[config.mk]
export PLATFORM = sky130hd
export DESIGN_NAME = lcd_bus_driver
export DESIGN_NICKNAME = d
export VERILOG_FILES = /design/src/rtl/lcd_bus_driver.sv
export SDC_FILE = /design/constraint.sdc
export NUM_CORES = 1
export LEC_CHECK = 0
export CORE_MARGIN = 2
export CORE_UTILIZATION = 40
export CTS_BUF_LIST = sky130_fd_sc_hd__clkbuf_4
export DETAILED_ROUTE_END_ITERATION = 8
export GPL_ROUTABILITY_DRIVEN = 1
export HOLD_SLACK_MARGIN = 0.05
export PLACE_DENSITY = 0.75
export SLEW_MARGIN = 30
export SYNTH_ARGS = -nofsm -noshare
export SYNTH_HDL_FRONTEND = slang
export SYNTH_SLANG_ARGS = --single-unit
[constraint.sdc]
create_clock -name iCLK -period 3.1 [get_ports iCLK]
set_clock_uncertainty 0.15 [all_clocks]
set_input_delay 0.62 -clock iCLK [delete_from_list [all_inputs] [get_ports iCLK]]
set_output_delay 0.62 -clock iCLK [all_outputs]
set_load 0.01 [all_outputs]
[src/rtl/lcd_bus_driver.sv]
// -----------------------------------------------------------------------------
// lcd_bus_driver
//
// Bus-timing stage between the LCD text sequencer and an HD44780-style
// character LCD. One byte plus register-select is captured per start edge and
// driven onto the LCD pins with setup, enable-pulse and hold timing. The stage
// then waits out the controller's execution time and pulses oDone so the
// sequencer can issue the next byte. The interface is write-only (LCD_RW = 0).
//
// Optional feature (compile-time macro LCD_LONG_CMD_DLY_EN):
//   defined   - clear/home commands (RS=0, DATA[7:1]=0) wait T_CLEAR cycles
//   undefined - every byte waits T_EXEC cycles; T_CLEAR is not used
//
// Ports:
//   iCLK      in   system clock
//   iRST      in   synchronous reset, active-high
//   iDATA     in   byte to write
//   iRS       in   register select (0 = command, 1 = data)
//   iStart    in   request level; a transaction starts on its rising edge
//   oDone     out  one-cycle pulse when the transaction incl. wait is complete
//   oBusy     out  high from capture until oDone inclusive
//   LCD_DATA  out  LCD data bus
//   LCD_RW    out  LCD read/write, constant 0
//   LCD_EN    out  LCD enable strobe
//   LCD_RS    out  LCD register select
// -----------------------------------------------------------------------------
module lcd_bus_driver #(
    parameter int T_SETUP   = 2,
    parameter int T_EN_HIGH = 16,
    parameter int T_HOLD    = 2,
    parameter int T_EXEC    = 2000,
    parameter int T_CLEAR   = 82000,
    parameter int CNT_W     = 18
) (
    input  logic       iCLK,
    input  logic       iRST,
    input  logic [7:0] iDATA,
    input  logic       iRS,
    input  logic       iStart,
    output logic       oDone,
    output logic       oBusy,
    output logic [7:0] LCD_DATA,
    output logic       LCD_RW,
    output logic       LCD_EN,
    output logic       LCD_RS
);

    typedef enum logic [2:0] {
        S_IDLE,
        S_SETUP,
        S_EN_HIGH,
        S_HOLD,
        S_EXEC,
        S_DONE
    } state_t;

    // Each timed state counts 0..N-1, so the exit test compares against N-1.
    localparam logic [CNT_W-1:0] SETUP_LAST = CNT_W'(T_SETUP - 1);
    localparam logic [CNT_W-1:0] EN_LAST    = CNT_W'(T_EN_HIGH - 1);
    localparam logic [CNT_W-1:0] HOLD_LAST  = CNT_W'(T_HOLD - 1);
    localparam logic [CNT_W-1:0] EXEC_LAST  = CNT_W'(T_EXEC - 1);

    // Elaboration-time sanity checks on the timing parameters.
    localparam int MAX_WAIT = (T_EXEC > T_CLEAR) ? T_EXEC : T_CLEAR;
    if (((MAX_WAIT - 1) >> CNT_W) != 0) begin : g_cnt_w_too_small
        $error("CNT_W too narrow for max(T_EXEC, T_CLEAR)");
    end
    if (T_SETUP < 1 || T_EN_HIGH < 1 || T_HOLD < 1 || T_EXEC < 1 || T_CLEAR < 1)
    begin : g_bad_timing
        $error("all timing parameters must be at least 1");
    end

    state_t           state_q, state_d;
    logic [CNT_W-1:0] cnt_q, cnt_d;
    logic             start_q;
    logic             done_q, done_d;
    logic             busy_q, busy_d;
    logic             en_q, en_d;
    logic             rs_q, rs_d;
    logic [7:0]       data_q, data_d;
    logic [CNT_W-1:0] wait_last;
    logic             start_edge;

`ifdef LCD_LONG_CMD_DLY_EN
    localparam logic [CNT_W-1:0] CLEAR_LAST = CNT_W'(T_CLEAR - 1);
    // Clear (0x01) and return-home (0x02/0x03) need the long execution time.
    assign wait_last = (!rs_q && (data_q[7:1] == 7'b0000000)) ? CLEAR_LAST : EXEC_LAST;
`else
    assign wait_last = EXEC_LAST;
`endif

    // The sequencer holds iStart until oDone, so only a rising edge may start
    // a transaction; a level held through DONE must not retrigger.
    assign start_edge = iStart & ~start_q;

    always_comb begin
        // NOTE: every next-state signal gets a default first so no path through
        // the case statement leaves one unassigned, which would infer a latch.
        state_d = state_q;
        cnt_d   = cnt_q + CNT_W'(1);
        done_d  = 1'b0;
        busy_d  = busy_q;
        en_d    = en_q;
        rs_d    = rs_q;
        data_d  = data_q;

        unique case (state_q)
            S_IDLE: begin
                cnt_d = '0;
                if (start_edge) begin
                    data_d  = iDATA;
                    rs_d    = iRS;
                    busy_d  = 1'b1;
                    state_d = S_SETUP;
                end
            end
            S_SETUP: begin
                if (cnt_q == SETUP_LAST) begin
                    en_d    = 1'b1;
                    cnt_d   = '0;
                    state_d = S_EN_HIGH;
                end
            end
            S_EN_HIGH: begin
                if (cnt_q == EN_LAST) begin
                    en_d    = 1'b0;
                    cnt_d   = '0;
                    state_d = S_HOLD;
                end
            end
            S_HOLD: begin
                if (cnt_q == HOLD_LAST) begin
                    cnt_d   = '0;
                    state_d = S_EXEC;
                end
            end
            S_EXEC: begin
                if (cnt_q == wait_last) begin
                    done_d  = 1'b1;
                    cnt_d   = '0;
                    state_d = S_DONE;
                end
            end
            S_DONE: begin
                // LCD_DATA/LCD_RS deliberately keep the captured byte.
                busy_d  = 1'b0;
                cnt_d   = '0;
                state_d = S_IDLE;
            end
            default: begin
                en_d    = 1'b0;
                busy_d  = 1'b0;
                cnt_d   = '0;
                state_d = S_IDLE;
            end
        endcase
    end

    always_ff @(posedge iCLK) begin
        // NOTE: sequential state uses non-blocking assignments so every register
        // samples the pre-edge values regardless of statement order.
        if (iRST) begin
            state_q <= S_IDLE;
            cnt_q   <= '0;
            start_q <= 1'b0;
            done_q  <= 1'b0;
            busy_q  <= 1'b0;
            en_q    <= 1'b0;
            rs_q    <= 1'b0;
            data_q  <= 8'h00;
        end else begin
            state_q <= state_d;
            cnt_q   <= cnt_d;
            start_q <= iStart;
            done_q  <= done_d;
            busy_q  <= busy_d;
            en_q    <= en_d;
            rs_q    <= rs_d;
            data_q  <= data_d;
        end
    end

    assign oDone    = done_q;
    assign oBusy    = busy_q;
    assign LCD_DATA = data_q;
    assign LCD_EN   = en_q;
    assign LCD_RS   = rs_q;
    assign LCD_RW   = 1'b0;

endmodule

==> impl_metrics.toml <==
[critical_path]
reg2reg_slack_ns = 0.95
r2r-start = "cnt_q[0]"
cp-start-kind = "register"
cp.required_ns = 3.15
worstPathArrival_ns = 2.20
worstSetupEndpointType = "register"
r2r_cells = 6
critPathMaxFanout = 18
critPathKind = "reg2reg"
r2r_end = "cnt_q[10]"

[cells_and_area]
fin_cells = 235
fill_cells = 349
final_area_mm2 = 0.001821
drive_gt1_share_pct = 9.091
layout.nets = 201
multi_input_area_um2 = 775.7
area_growth_pct = 20.85
regArea_um2 = 680.7
antennaDiodeCount = 0

[power_and_ir_drop]
clkPwrFrac_pct = 22.8
p_leak_uw = 0.0006788
seq_power_share_pct = 51.4
power_density_mw_per_mm2 = 540.0
switchingPower_uw = 301.9
p_sw_share_pct = 30.71
irDropWorstVdd_mv = 0.2860
intPower_uw = 681.2
combPwrFrac_pct = 25.7

[die]
core_area_mm2 = 0.003633
boundaryPins = 25
initial_core_util_pct = 41.46
row_count = 22
fp.dieArea_mm2 = 0.004273
die_h_um = 65.37
fp.dieW_um = 65.37

[sta]
hold_viol = 0
maxSlewHeadroom_pct = 64.24
period_needed_ns = 2.150
rsz0062_at_grt = "no"
drv_slew = 0
finalCritPeriodShare_pct = 69.36
setup_violations = 0
fmax_mhz = 465.1
setup-tns-final_ns = 0
tightest_slew_ns = 0.5364
setup_ws_ns = 0.9497

[route]
viasPerCell = 4.996
dr.pass1.iters = 4
detail-route-antenna-nets = 0
routed_wl_um = 2762
routedWlPerCell_um = 11.75
drt_iter0_markers = 115
drc = 0
via_count = 1174

[cts]
clock-sinks = 34
cts_tree = "built"
cts_root_buf = "clkbuf_4"
cts_max_level = 2
cts_made_buffers = 5
clk_pin_slew_ns = 0.10
worstSkewPairLatency_ns = 0.33
clock_path_buffers = 2
postCtsHoldBufs = 0
cts_resized = 0
cts_setup_buffers = 0

[synthesis]
async_flop_share_pct = 0
synth_edf_count = 0
ys_warn_count = 0
syn-num-nets = 175
synth-seq-area-share_pct = 45.18
synthDistinctLibCells = 39
synth_ff_type = "dfxtp_1"
postSynthAreaPerCell_um2 = 9.357
synth_seq_cells = 34
syn_inst = 161
syn-cell-area_mm2 = 0.001506

[min_path]
min_to = "oBusy"
whs_path_depth = 2
min-delay-start = "oBusy"
min_path_type = "reg2reg"

[place]
gp_congestion = 0.7674
place_hpwl_um = 1974
portBuffers = 23
place_inst = 228
placedInstanceArea_mm2 = 0.001773
dp_slack_ns = 0.7098

[grt]
grt_max_degree = 19
grt_overflow_total = 0
grt_usage_pct = 14.35
antenna_found_initial = 0
grt_pass1_wl_um = 4692
grt_pass1_vias = 1069

[outcome]
status = "finished, final reports clean"

[run]
max_cap_viol_count = 0
-- flip-flops by register name, indices dropped and copies added, names as in the netlist --
name,cells
oDone,1
state_q,3
LCD_RS,1
oBusy,1
cnt_q,18
start_q,1
LCD_DATA,8
LCD_EN,1
-- through the flow --
stage / total power, uW / util (%) / hold slack [ns]
floorplan: 689.1 / - / 0.2904
global placement: 768.1 / 48.79 / 0.3146
detailed placement: 770.4 / 48.79 / 0.3193
CTS: 997.1 / 50.10 / 0.3385
global route: 1046 / 50.10 / 0.3679
finish: 983.2 / 50.10 / 0.3365
-- power groups by stage --
stage / logic, uW / clock network, uW / registers (uW)
finish: 253 / 225 / 506
CTS: 256 / 235 / 506
detailed placement: 255 / 0 / 516
floorplan: 169 / 0 / 520
global route: 281 / 254 / 511
global placement: 254 / 0 / 514
-- worst max-delay path, stage by stage (launching register included) --
cell and delay [ns]:
dfxtp_1 0.40, ha_1 0.22, and3_2 0.25, and4_2 0.25
nand3_1 0.17, a22oi_4 0.47, nor2_1 0.10
-- logic make-up after synthesis --
logic type | share of synthesized area [%]
and+or+nand+nor | 24.83
AOI/OAI and AO/OA | 8.887
xor gates and xnor gates | 9.884
adders and majority gates | 1.661
DFF | 45.18
buffers and inverters | 3.322
muxes | 5.980
other | 0.2489
-- final cells by class --
type	instances	area share, %
multi-input combinational	117	42.61
sequential	34	37.39
timing repair buffer	24	13.06
tap	48	3.299
clock buffer	5	2.062
inverter	5	1.031
clock inverter	2	0.5498
-- metal layers --
layer	global-route usage, %	part of all wire [%]	up-vias
met2	22.58	48	25
li1	-	-	608
met3	5.137	4.1	6
met5	0	0	-
met1	17.97	46	535
met4	5.469	1.8	0
-- cells in the final DEF, fill, tap and decap left out, types with 2 or more instances in the layout --
cell type and instances:
xor2_1 12, nand3_1 9, mux2i_1 9, ha_1 2, clkdlybuf4s50_1 23, and3_2 2, and3_1 2, or3_1 2
nor3_1 3, clkinv_2 2, nor2b_1 2, o22ai_1 2, nor2_1 35, and2_1 2, o21ai_0 2, dfxtp_1 34
clkbuf_4 5, and4_1 3, nand2_1 6, inv_1 5, xnor2_1 5, nand4_1 3
-- cells in the mapped netlist, drive strengths merged, types with 2 or more instances --
master,count,share of area (%)
and2,2,0.83
and3,4,1.8
nand3,9,3.0
mux2i,9,6.0
inv,5,1.2
nand4,4,2.1
nor2b,2,0.83
ha,2,1.7
o21ai,2,0.66
xnor2,5,2.9
clkbuf,2,0.50
dfxtp,34,45
nand2,6,1.5
and4,4,2.4
o22ai,2,0.83
a41oi,2,1.7
nor2,35,8.7
nor3,3,1.0
buf,3,1.6
or3,2,0.83
xor2,12,7.0
-- worst max path at each step --
stage / from / endpoint / slack, ns
after floorplan: iRST / cnt_q[7] / 1.18
after global placement: iRST / cnt_q[2] / 0.75
after detailed placement: iRST / cnt_q[10] / 0.71
after CTS: cnt_q[0] / cnt_q[10] / 0.91
after global routing: cnt_q[0] / cnt_q[7] / 0.77
final: cnt_q[0] / cnt_q[10] / 0.95
(Power assumes the default switching activity.)
